<file path="src/rtl/kbd_scancode_fifo_if.sv">
// Bus between the scan-code event queue and its producer/consumer side.
// master drives bytes and pops; slave returns the head event and status.
interface kbd_scancode_fifo_if #(
    parameter int AW = 4
);
    logic          byte_valid;
    logic [7:0]    scan_byte;
    logic          rd_en;
    logic          ovf_clr;
    logic [9:0]    rd_data;
    logic          empty;
    logic          full;
    logic [AW:0]   count;
    logic          overflow;

    modport master (
        output byte_valid, scan_byte, rd_en, ovf_clr,
        input  rd_data, empty, full, count, overflow
    );

    modport slave (
        input  byte_valid, scan_byte, rd_en, ovf_clr,
        output rd_data, empty, full, count, overflow
    );
endinterface

</file>
<file path="src/rtl/kbd_scancode_fifo.sv">
// Merges PS/2 E0/F0 prefixes into {extended, release, code} events and queues them.
// Latency: event visible one cycle after its byte strobe; head is registered.
// Backpressure: none upstream; a push into a full FIFO is dropped and flags overflow.
module kbd_scancode_fifo #(
    parameter int DEPTH = 16,
    parameter int AW    = 4
) (
    input  logic               clk,
    input  logic               reset,
    kbd_scancode_fifo_if.slave bus
);
    localparam logic [AW:0] DEPTH_C = (AW+1)'(DEPTH);

    typedef enum logic [1:0] {IDLE, EXT, BRK, EXTBRK} state_t;

    state_t        state, state_n;
    logic          push_req;
    logic          push_ext;
    logic          push_rel;
    logic [9:0]    push_dat;

    logic [9:0]    mem [DEPTH];
    logic [AW-1:0] wr_ptr, rd_ptr, rd_ptr_n;
    logic [AW:0]   count, count_n;
    logic [9:0]    rd_data, head_n;
    logic          overflow;
    logic          is_empty, is_full;
    logic          do_push, do_pop, drop;

    always_ff @(posedge clk or negedge reset) begin
        if (!reset) state <= IDLE;
        else        state <= state_n;
    end

    always_comb begin
        state_n  = state;
        push_req = 1'b0;
        push_ext = 1'b0;
        push_rel = 1'b0;
        if (bus.byte_valid) begin
            case (state)
                IDLE: begin
                    if (bus.scan_byte == 8'hE0)      state_n = EXT;
                    else if (bus.scan_byte == 8'hF0) state_n = BRK;
                    else                             push_req = 1'b1;
                end
                EXT: begin
                    if (bus.scan_byte == 8'hF0)      state_n = EXTBRK;
                    else if (bus.scan_byte != 8'hE0) begin
                        push_req = 1'b1;
                        push_ext = 1'b1;
                        state_n  = IDLE;
                    end
                end
                BRK: begin
                    // A stray E0 after F0 restarts as an extended sequence.
                    if (bus.scan_byte == 8'hE0)      state_n = EXT;
                    else if (bus.scan_byte != 8'hF0) begin
                        push_req = 1'b1;
                        push_rel = 1'b1;
                        state_n  = IDLE;
                    end
                end
                EXTBRK: begin
                    if (bus.scan_byte == 8'hE0)      state_n = EXT;
                    else if (bus.scan_byte == 8'hF0) state_n = BRK;
                    else begin
                        push_req = 1'b1;
                        push_ext = 1'b1;
                        push_rel = 1'b1;
                        state_n  = IDLE;
                    end
                end
                default: state_n = IDLE;
            endcase
        end
    end

    assign push_dat = {push_ext, push_rel, bus.scan_byte};
    assign is_empty = (count == '0);
    assign is_full  = (count == DEPTH_C);
    assign do_pop   = bus.rd_en && !is_empty;
    assign do_push  = push_req && (!is_full || do_pop);
    assign drop     = push_req && is_full && !do_pop;
    assign rd_ptr_n = do_pop ? rd_ptr + 1'b1 : rd_ptr;

    always_comb begin
        count_n = count;
        if (do_push && !do_pop)      count_n = count + (AW+1)'(1);
        else if (do_pop && !do_push) count_n = count - (AW+1)'(1);
    end

    // Next head: bypass the incoming event when it lands in the head slot.
    always_comb begin
        head_n = rd_data;
        if (count_n != '0) begin
            if (do_push && (wr_ptr == rd_ptr_n)) head_n = push_dat;
            else                                 head_n = mem[rd_ptr_n];
        end
    end

    always_ff @(posedge clk) begin
        if (do_push) mem[wr_ptr] <= push_dat;
    end

    always_ff @(posedge clk or negedge reset) begin
        if (!reset) begin
            wr_ptr   <= '0;
            rd_ptr   <= '0;
            count    <= '0;
            rd_data  <= '0;
            overflow <= 1'b0;
        end else begin
            if (do_push) wr_ptr <= wr_ptr + 1'b1;
            rd_ptr  <= rd_ptr_n;
            count   <= count_n;
            rd_data <= head_n;
            if (drop)             overflow <= 1'b1;
            else if (bus.ovf_clr) overflow <= 1'b0;
        end
    end

    assign bus.rd_data  = rd_data;
    assign bus.empty    = is_empty;
    assign bus.full     = is_full;
    assign bus.count    = count;
    assign bus.overflow = overflow;
endmodule

</file>
<file path="src/flat_wrapper.sv">
// flat-port wrapper written by rule: the top's interface ports become plain ports
module kbd_scancode_fifo_flat 
#(
    parameter int DEPTH = 16,
    parameter int AW    = 4
)
  (clk, reset, bus_byte_valid, bus_scan_byte, bus_rd_en, bus_ovf_clr, bus_rd_data, bus_empty, bus_full, bus_count, bus_overflow);
  kbd_scancode_fifo_if #(.AW(AW)) bus_i ();
  input  logic clk;
  input  logic reset;
  input wire logic [$bits(bus_i.byte_valid)-1:0] bus_byte_valid;
  input wire logic [$bits(bus_i.scan_byte)-1:0] bus_scan_byte;
  input wire logic [$bits(bus_i.rd_en)-1:0] bus_rd_en;
  input wire logic [$bits(bus_i.ovf_clr)-1:0] bus_ovf_clr;
  output wire logic [$bits(bus_i.rd_data)-1:0] bus_rd_data;
  output wire logic [$bits(bus_i.empty)-1:0] bus_empty;
  output wire logic [$bits(bus_i.full)-1:0] bus_full;
  output wire logic [$bits(bus_i.count)-1:0] bus_count;
  output wire logic [$bits(bus_i.overflow)-1:0] bus_overflow;
  assign bus_i.byte_valid = bus_byte_valid;
  assign bus_i.scan_byte = bus_scan_byte;
  assign bus_i.rd_en = bus_rd_en;
  assign bus_i.ovf_clr = bus_ovf_clr;
  assign bus_rd_data = bus_i.rd_data;
  assign bus_empty = bus_i.empty;
  assign bus_full = bus_i.full;
  assign bus_count = bus_i.count;
  assign bus_overflow = bus_i.overflow;
  kbd_scancode_fifo #(.DEPTH(DEPTH), .AW(AW)) u_core (.clk(clk), .reset(reset), .bus(bus_i));
endmodule
</file>
<file path="config.mk">
export PLATFORM = sky130hd
export DESIGN_NAME = kbd_scancode_fifo_flat
export DESIGN_NICKNAME = d
export VERILOG_FILES = /design/src/rtl/kbd_scancode_fifo_if.sv /design/src/rtl/kbd_scancode_fifo.sv /design/src/flat_wrapper.sv
export SDC_FILE = /design/constraint.sdc
export NUM_CORES = 1
export LEC_CHECK = 0
export CORE_UTILIZATION = 50
export CTS_CLUSTER_DIAMETER = 120
export CTS_CLUSTER_SIZE = 20
export DETAILED_ROUTE_END_ITERATION = 12
export PLACE_DENSITY = 0.65
export SLEW_MARGIN = 20
export SYNTH_ARGS = -nofsm -noshare
export SYNTH_HDL_FRONTEND = slang
export SYNTH_SLANG_ARGS = --single-unit
</file>
<file path="constraint.sdc">
create_clock -name clk -period 4 [get_ports clk]
set_clock_uncertainty 0.1 [all_clocks]
set_input_delay 1 -clock clk [delete_from_list [all_inputs] [get_ports clk]]
set_output_delay 1 -clock clk [all_outputs]
set_load 0.005 [all_outputs]
</file>
# Word level (Yosys, flattened, before mapping)
# Memories as Yosys holds them, arrays and structs flattened. A register that Yosys moved wholly into a read port is not among the register bits.
# Index checks and enable logic that the tools add are counted.
# classes
add_sub_neg	4
n_eq_ne	11
n_mux	28
n_reduce_logical	18
# ops
op	count
8-bit equality test, second input constant	2
2-bit two-way mux	8
8-bit != test, second input constant	2
1-bit two-way mux	13
5-bit two-way mux	2
3-bit by 1-bit != test with 1-bit output, second input constant	3
4-bit by 1-bit adder with 4-bit output, second input constant	2
2-bit case mux with 4 select lines	1
1-bit logical AND	6
5-bit by 1-bit adder with 5-bit output, second input constant	1
5-bit equality test, second input constant	1
1-bit logical NOT	5
5-bit logical NOT	1
5-bit nonzero test	1
5-bit by 1-bit subtractor with 5-bit output, second input constant	1
2-bit equality test, second input constant	2
4-bit two-way mux	1
1-bit case mux with 2 select lines	2
4-bit AND reduction	1
1-bit case mux with 3 select lines	1
2-bit by 1-bit equality test with 1-bit output, second input constant	1
2-bit logical NOT	1
2-bit nonzero test	1
2-bit OR reduction	1
1-bit logical OR	1
# totals
regBits	16
ramBits	160
input_bits	13
out_inout_bits	18
wordCells	67
n_memories	1
# memory_table
memory	words	width	rd	rd_ports_with_merged_regs	write_ports	line_no	rtl
u_core.mem	16	10	1	1	1	kbd_scancode_fifo.sv:22	logic [9:0] mem [DEPTH];

# Logic depth before layout (Yosys ltp)
# Gate-level depths: netlist of the first run.
# logic_depth
word_depth	11
mapped_depth	13
depth_no_buf	11

# Least setup slack after synthesis of the first run
# OpenSTA, ideal clock, no wires.
# synth_timing
path_kind	input to register
startpoint	input bus_scan_byte[1]
endpoint	register u_core.rd_data[8] (netlist: u_core.bus.rd_data[8]), read port of u_core.mem
setup_ns	0.128
arrival_time_ns	3.132
required_time_ns	3.772
setup_slack_ns	0.641
stages	9
n_path_buf	2
path_cell_list	nor4_1 -> a221o_1 -> buf_2 -> mux2i_1 -> xor2_1 -> or3_1 -> or3_1 -> buf_2 -> mux2_1
# synth_via
elab_chain_len	11
elab_cells_between_ends	19
cone_classes	eq/ne (4); mux (10); reduce/logical (5)
# synth_rtl
element	line_no	rtl
from (decl)	flat_wrapper.sv:12	input wire logic [$bits(bus_i.scan_byte)-1:0] bus_scan_byte;
8-bit equality test, or another cell as far along	kbd_scancode_fifo.sv:44, kbd_scancode_fifo.sv:48, kbd_scancode_fifo.sv:66	
1-bit two-way mux (on tied branches)	n/a	
1-bit two-way mux (on tied branches)	kbd_scancode_fifo.sv:65, kbd_scancode_fifo.sv:48, kbd_scancode_fifo.sv:57	
1-bit case mux with 3 select lines *	kbd_scancode_fifo.sv:41	case (state)
1-bit two-way mux *	kbd_scancode_fifo.sv:40	if (bus.byte_valid) begin
1-bit logical AND *	kbd_scancode_fifo.sv:83	assign do_push = push_req && (!is_full || do_pop);
1-bit logical NOT	kbd_scancode_fifo.sv:90	else if (do_pop && !do_push) count_n = count - (AW+1)'(1);
1-bit logical AND	kbd_scancode_fifo.sv:90	
5-bit two-way mux	kbd_scancode_fifo.sv:90	
5-bit two-way mux *	kbd_scancode_fifo.sv:89	if (do_push && !do_pop) count_n = count + (AW+1)'(1);
net u_core.count_n[3]	kbd_scancode_fifo.sv:24	logic [AW:0] count, count_n;
5-bit nonzero test *	kbd_scancode_fifo.sv:96	if (count_n != '0) begin
to (decl)	kbd_scancode_fifo.sv:25	logic [9:0] rd_data, head_n;
# The timed path passes the listed nets; every way through them passes the cells marked *.
# A chain may end at the register's enable or synchronous reset.

# Final worst setup path of the first run
# Ends and elaborated chain as after synthesis.

==> impl_results.md, run 1 <==
* Combinational share of power at 46.9%
* Dominant combinational cell family by area after synthesis: multiplexers
* Clock Tree Root: sky130_fd_sc_hd__clkbuf_16
* Main synth FF type: sky130_fd_sc_hd__edfxtp_1
* Status: complete, no violations
* Routed length per instance at 25.7 um
* Setup repair after global routing missed its margin: false
* Post-layout instance count excluding filler cells at 976
* Number of ports placed on the die boundary at 31
* Wire length of the first global-routing pass at 38600 um
* Fraction of the mapped netlist area in compound gates at 11.1%
* Synth top cells by count: 160 x sky130_fd_sc_hd__edfxtp_1, 66 x sky130_fd_sc_hd__mux2i_1, 36 x sky130_fd_sc_hd__o22ai_1
* Post-synthesis to final-layout area growth at 18.2%
* Min-delay worst type: reg -> reg
* Final hold violation count at 0
* Vertical die dimension at 139 um
* Count of mapped cells out of synthesis at 667
* Floorplan Core Area at 0.0181 mm^2
* Pin count of the biggest net entering global routing at 84
* Launching element of the worst setup path: bus_scan_byte[1]
* First-pass iteration count of the detailed router at 5
* FP Rows at 49
* Power Dens Cells at 737 mW/mm^2
* Top fanout value on the critical path at 10
* R2r worst-path depth at 12
* Netlist cell types at 67
* Clock group share of total power at 20.9%
* Source of the worst hold timing path: u_core.bus.rd_data[9]$_DFFE_PN0P_
* Net count of the finished layout at 760
* Number of placed instances with taps included at 944
* Fmax at 0.259 GHz
* Count of synthesis-stage warnings from yosys at 0
* Most frequently used cell type in the post-synthesis netlist: sky130_fd_sc_hd__edfxtp_1
* Arrival time reported for the critical path endpoint at 4090 ps
* DR vias/cell at 6.61
* Detail Placement HPWL at 16200 um
* Number of enable flip-flop cells after synthesis at 160
* Area leader, netlist: sky130_fd_sc_hd__edfxtp_1
* Top-area cell type share of the netlist area at 51.4%
* Cells resized by post-CTS repair at 0
* Fraction of the mapped netlist area in simple logic gates at 7.60%
* Internal power of the cells at 5210 uW
* Adder-cell share of the synthesized area at 1.85%
* Count of port buffers added during placement at 30
* Post-CTS setup buffer count at 0
* Post-Route Hold Slack at 405 ps
* Hold Path Cell Cnt at 1
* Clock sink count at 186
* Setup-failing EPs final at 0
* Min-Delay Endpoint: u_core.bus.rd_data[9]$_DFFE_PN0P_
* Top cells by area in the synthesized netlist: sky130_fd_sc_hd__edfxtp_1 51%, sky130_fd_sc_hd__mux2i_1 7.1%, sky130_fd_sc_hd__dfrtp_1 7.0%
* Antenna cells at 0
* H-tree depth reported by CTS at 4
* Proportion of power drawn by flip-flops and latches at 32.2%
* Vias in the first global route at 6532
* Final design utilization at 60.9%
* Multiplexer fraction of the synthesized cell area at 16.9%
* Slew HR at 25.3%
* Fill cell total of the finished layout at 1378
* Overall via count from detail_route at 6447
* Worst-case clock buffer depth at 2
* Share of async-settable or async-resettable flops after synthesis at 14.0%
* Global Route Usage Sum at 27.2%
* R2R setup slack at 230 ps
* Data required time of the critical path at 4220 ps
* Xor and xnor fraction of the mapped netlist area at 0.897%
* Die width at 139 um
* Clock latency on the worst-skew pair at 440 ps
* Tcrit/Tclk final at 96.7%
* Synth Net Count at 693
* Nature of the critical path startpoint: primary input
* Gp weighted congestion at 0.870
* Number of pins with negative max-slew slack in the final report at 0
* Critical Path Sink Type: flip-flop
* Flops & latches, synth at 186
* Shortest period the worst path allows at 3870 ps
* Transition time at the pin with the least slew margin at 1120 ps
* Iteration-0 DRC Markers at 671
* Capture point of the worst reg-to-reg path: u_core.bus.rd_data[2]$_DFFE_PN0P_
* Peak ir drop on the vdd network at 482 uV
* Post-synthesis sequential area ratio at 58.3%
* Number of max-cap violations at 0
* Die Footprint at 0.0193 mm^2
* Worst reg2reg startpoint: u_core.bus.count[1]$_DFF_PN0_
* P_sw at 2950 uW
* TritonCTS clock tree: yes
* Antenna violations before repair at 0
* Critical path type: in -> reg
* Post-CTS Hold Buffers at 0
* Mapped Avg Cell Area at 14.0 um^2
* Final Routed Wirelength at 25100 um
* Post-Synthesis Cell Area at 0.00935 mm^2
* Share of final-layout standard cells stronger than drive strength 1 at 20.6%
* Antenna-violating nets left at 0
* Leakage at 0.00397 uW
* Clock-pin slew of the registers on the worst-case setup and hold paths at 60 ps
* Total CTS buffers at 17
* Post-route DRC violation count at 0
* Switching Share at 36.1%
* Leftover overflow at the end of global routing at 0
* Initial Util at 51.5%
layer usage:
metal | wire length, um | GRT usage, % | part of all wire [%]
met1 | 10700 | 37.8 | 43
met2 | 12100 | 44.0 | 48
met3 | 1840 | 4.07 | 7.3
met4 | 424 | 9.18 | 1.7
met5 | 0 | 0 | 0
sequential cells by signal (all words and copies together) (netlist names):
name,count
u_core.rd_ptr,4
u_core.wr_ptr,4
u_core.state,2
u_core.mem,160
u_core.bus.overflow,1
u_core.bus.count,5
u_core.bus.rd_data,10
power groups by stage:
stage | Sequential [uW] | Combinational (uW) | Clock, uW
2_1_floorplan | 2560 | 2460 | 0
3_3_place_gp | 2640 | 3690 | 0
3_5_place_dp | 2650 | 3770 | 0
4_1_cts | 2620 | 3790 | 1720
5_1_grt | 2660 | 4090 | 1780
6_report | 2620 | 3820 | 1710
area by class of cell:
class,instances,area [um^2],share of cell area (%)
Multi-Input combinational cell,412,3590,32.5
Tap cell,229,287,2.59
Clock inverter,12,149,1.35
Timing Repair Buffer,97,1050,9.53
Inverter,20,76.3,0.690
Clock buffer,20,437,3.95
Sequential cell,186,5460,49.4
metrics by stage:
stage               instance area, um^2  worst slack [ps]  TNS (ps)  total power (uW)
floorplan                          9350               641         0              5010
global placement                  10500              -300     -2680              6330
detailed placement                10500              -288     -2560              6420
CTS                               11100               159         0              8130
global route                      11100              24.5         0              8530
finish                            11100               134         0              8150
cell families after synthesis:
group	Yosys count
flip-flops	186
buffers and inverters	69
multiplexers	128
adder cells (fa/ha/maj)	14
AO/OA/AOI/OAI	144
AND/OR/NAND/NOR	118
XOR/XNOR	8
worst max-delay path, stage by stage:
cell,delay (ps)
sky130_fd_sc_hd__clkdlybuf4s50_1,430
sky130_fd_sc_hd__nor4_1,490
sky130_fd_sc_hd__buf_4,210
sky130_fd_sc_hd__a221o_1,380
sky130_fd_sc_hd__mux2i_1,270
sky130_fd_sc_hd__xnor2_1,110
sky130_fd_sc_hd__or3_1,350
sky130_fd_sc_hd__or3_1,320
sky130_fd_sc_hd__buf_4,200
sky130_fd_sc_hd__mux2_1,320
placed cells by master (no fill, tap or decap), types with 20 or more instances in the layout:
| cell | count |
|---|---|
| sky130_fd_sc_hd__nand2_1 | 20 |
| sky130_fd_sc_hd__edfxtp_1 | 160 |
| sky130_fd_sc_hd__nor2_1 | 20 |
| sky130_fd_sc_hd__buf_4 | 47 |
| sky130_fd_sc_hd__mux4_2 | 20 |
| sky130_fd_sc_hd__clkdlybuf4s50_1 | 30 |
| sky130_fd_sc_hd__mux2_2 | 25 |
| sky130_fd_sc_hd__mux2i_1 | 66 |
| sky130_fd_sc_hd__dfrtp_1 | 25 |
| sky130_fd_sc_hd__o22ai_1 | 36 |
| sky130_fd_sc_hd__buf_12 | 20 |
how the worst max path moves through the flow:
stage	cells past startpoint	slack, ps	to
2_1_floorplan	9	640	u_core.bus.rd_data[8]$_DFFE_PN0P_
3_3_place_gp	10	-300	u_core.bus.rd_data[8]$_DFFE_PN0P_
3_5_place_dp	10	-290	u_core.bus.rd_data[8]$_DFFE_PN0P_
4_1_cts	10	160	u_core.bus.rd_data[8]$_DFFE_PN0P_
5_1_grt	10	20	u_core.bus.rd_data[9]$_DFFE_PN0P_
6_report	10	130	u_core.bus.rd_data[8]$_DFFE_PN0P_
Power figures use the tool's default switching activity.
==> inputs of run 2 (changes only) <==
==> constraint.sdc (replaced) <==
create_clock -name clk -period 4 [get_ports clk]
set_clock_uncertainty 0.1 [all_clocks]
set_input_delay 0.8 -clock clk [delete_from_list [all_inputs] [get_ports clk]]
set_output_delay 0.8 -clock clk [all_outputs]
set_load 0.005 [all_outputs]
==> impl_results.md, run 2 (synthesized netlist as in run 1, its figures left out) <==
* Most frequent cells in the layout: 160 x sky130_fd_sc_hd__edfxtp_1, 66 x sky130_fd_sc_hd__mux2i_1, 56 x sky130_fd_sc_hd__buf_4
* FP Rows at 49
* Number of placed instances with taps included at 938
* Clock sink count at 186
* Setup repair after global routing missed its margin: false
* Proportion of power drawn by flip-flops and latches at 33.0%
* Power Dens Cells at 736 mW/mm^2
* Number of max-cap violations at 0
* Die width at 139 um
* Post-synthesis to final-layout area growth at 15.6%
* P_sw at 2940 uW
* Number of ports placed on the die boundary at 31
* Post-CTS Hold Buffers at 0
* Global Route Usage Sum at 27.3%
* First-pass iteration count of the detailed router at 5
* Vertical die dimension at 139 um
* Fmax at 0.260 GHz
* Total CTS buffers at 17
* Critical Path Sink Type: flip-flop
* H-tree depth reported by CTS at 4
* Internal power of the cells at 5010 uW
* Combinational share of power at 46.5%
* DR vias/cell at 6.61
* Pin count of the biggest net entering global routing at 103
* Die Footprint at 0.0193 mm^2
* TritonCTS clock tree: yes
* Clock group share of total power at 20.4%
* Number of pins with negative max-slew slack in the final report at 0
* Status: complete, no violations
* Max reg flops at 160
* Iteration-0 DRC Markers at 651
* Antenna violations before repair at 0
* Post-layout instance count excluding filler cells at 971
* Count of port buffers added during placement at 30
* Antenna-violating nets left at 0
* Wire length of the first global-routing pass at 38400 um
* Post-CTS setup buffer count at 0
* Arrival time reported for the critical path endpoint at 4110 ps
* Register containing the most flip-flops in the final layout: u_core.mem
* Nature of the critical path startpoint: flip-flop
* Worst-case clock buffer depth at 2
* Critical path type: reg -> reg
* Floorplan Core Area at 0.0181 mm^2
* Shortest period the worst path allows at 3840 ps
* Setup-failing EPs final at 0
* Detail Placement HPWL at 16300 um
* Clock Tree Root: sky130_fd_sc_hd__clkbuf_16
* Leakage at 0.00389 uW
* Slew HR at 41.4%
* Switching Share at 37.0%
* Data required time of the critical path at 4270 ps
* Leading cell type in the layout, fill and taps excluded: sky130_fd_sc_hd__edfxtp_1
* Final Total Pwr at 7950 uW
* Transition time at the pin with the least slew margin at 876 ps
* Tcrit/Tclk final at 96.1%
* Share of final-layout standard cells stronger than drive strength 1 at 20.8%
* Final Routed Wirelength at 25300 um
* Clock latency on the worst-skew pair at 440 ps
* Biggest regs: u_core.mem (160), u_core.bus.rd_data (10), u_core.bus.count (5)
* Clock-pin slew of the registers on the worst-case setup and hold paths at 70 ps
* Routed length per instance at 26.0 um
* Net count of the finished layout at 754
* Overall via count from detail_route at 6423
* Top fanout value on the critical path at 14
* Initial Util at 51.5%
* Gp weighted congestion at 0.890
* Vias in the first global route at 6464
* Leftover overflow at the end of global routing at 0
* Post-route DRC violation count at 0
* Final hold violation count at 0
* Peak ir drop on the vdd network at 445 uV
* Min-delay worst type: reg -> reg
-- run 2: cell count changes in the layout (fill, tap and decap cells not counted) --
cell,change
sky130_fd_sc_hd__buf_12,-15
sky130_fd_sc_hd__buf_4,+9
sky130_fd_sc_hd__bufinv_16,-2
sky130_fd_sc_hd__clkbuf_1,-3
sky130_fd_sc_hd__clkbuf_8,+1
sky130_fd_sc_hd__clkinv_1,-2
sky130_fd_sc_hd__clkinv_2,+3
sky130_fd_sc_hd__clkinv_4,+1
sky130_fd_sc_hd__diode_2,+1
sky130_fd_sc_hd__inv_2,-1
sky130_fd_sc_hd__inv_4,+1
sky130_fd_sc_hd__inv_6,+2
sky130_fd_sc_hd__nor2_1,-1
sky130_fd_sc_hd__nor2_2,+1
-- run 2: final cells by class --
cell class | instances | area [um^2]
diodes | 1 | 2.50
flip-flops and latches | 186 | 5460
multi-input cells | 412 | 3600
fillers | 1431 | 7340
repair buffers | 91 | 821
clock buffers | 18 | 439
well taps | 229 | 287
inverters | 20 | 78.8
clock inverters | 14 | 123
-- run 2: routing by layer --
layer	share of wire (%)	global-route usage [%]
met2	47	42.1
met5	0	0
met3	8.7	5.90
met4	2.3	10.4
met1	42	38.0
-- run 2: timing repair --
action | CTS | global route
endpoints found under the setup margin | 0 | 8
hold endpoints to repair | 0 | 0
resized for setup | 0 | 2
-- run 2: path summary, 6_finish.rpt --
kind,start,endpoint,slack (ps),cells past startpoint
min,u_core.bus.rd_data[9]$_DFFE_PN0P_,u_core.bus.rd_data[9]$_DFFE_PN0P_,400,1
min in group asynchronous,reset,u_core.bus.count[1]$_DFF_PN0_,650,2
max,u_core.bus.count[1]$_DFF_PN0_,u_core.bus.rd_data[7]$_DFFE_PN0P_,160,12
min reg2reg,u_core.bus.rd_data[9]$_DFFE_PN0P_,u_core.bus.rd_data[9]$_DFFE_PN0P_,400,1
max reg2reg,u_core.bus.count[1]$_DFF_PN0_,u_core.bus.rd_data[7]$_DFFE_PN0P_,160,12
max in group asynchronous,reset,u_core.rd_ptr[0]$_DFF_PN0_,2840,2
-- run 2: stage by stage --
| step | setup WS, ps | area, um^2 | util [%] | TNS (ps) | hold slack [ps] |
|---|---|---|---|---|---|
| global route | 31.8 | 10800 | 59.5 | 0 | 425 |
| floorplan | 807 | 9350 | - | 0 | 383 |
| global placement | -65.5 | 10200 | 56.4 | -324 | 389 |
| CTS | 134 | 10800 | 59.5 | 0 | 413 |
| finish | 157 | 10800 | 59.5 | 0 | 402 |
| detailed placement | -187 | 10200 | 56.4 | -1570 | 391 |
-- run 2: critical path: stages (launching register included) --
cell	delay, ps
sky130_fd_sc_hd__dfrtp_1	460
sky130_fd_sc_hd__inv_1	160
sky130_fd_sc_hd__ha_1	200
sky130_fd_sc_hd__or4b_4	610
sky130_fd_sc_hd__inv_4	200
sky130_fd_sc_hd__or3_2	230
sky130_fd_sc_hd__and2_1	150
sky130_fd_sc_hd__buf_4	210
sky130_fd_sc_hd__clkinv_2	280
sky130_fd_sc_hd__or4b_1	630
sky130_fd_sc_hd__a31oi_1	250
sky130_fd_sc_hd__mux2_1	160
sky130_fd_sc_hd__mux2_2	130
-- run 2: power by group through the flow --
stage | Sequential (uW) | Combinational [uW] | Clock, uW
2_1_floorplan | 2560 | 2460 | 0
3_3_place_gp | 2640 | 3590 | 0
3_5_place_dp | 2660 | 3670 | 0
4_1_cts | 2620 | 3690 | 1640
5_1_grt | 2650 | 3970 | 1720
6_report | 2630 | 3700 | 1620
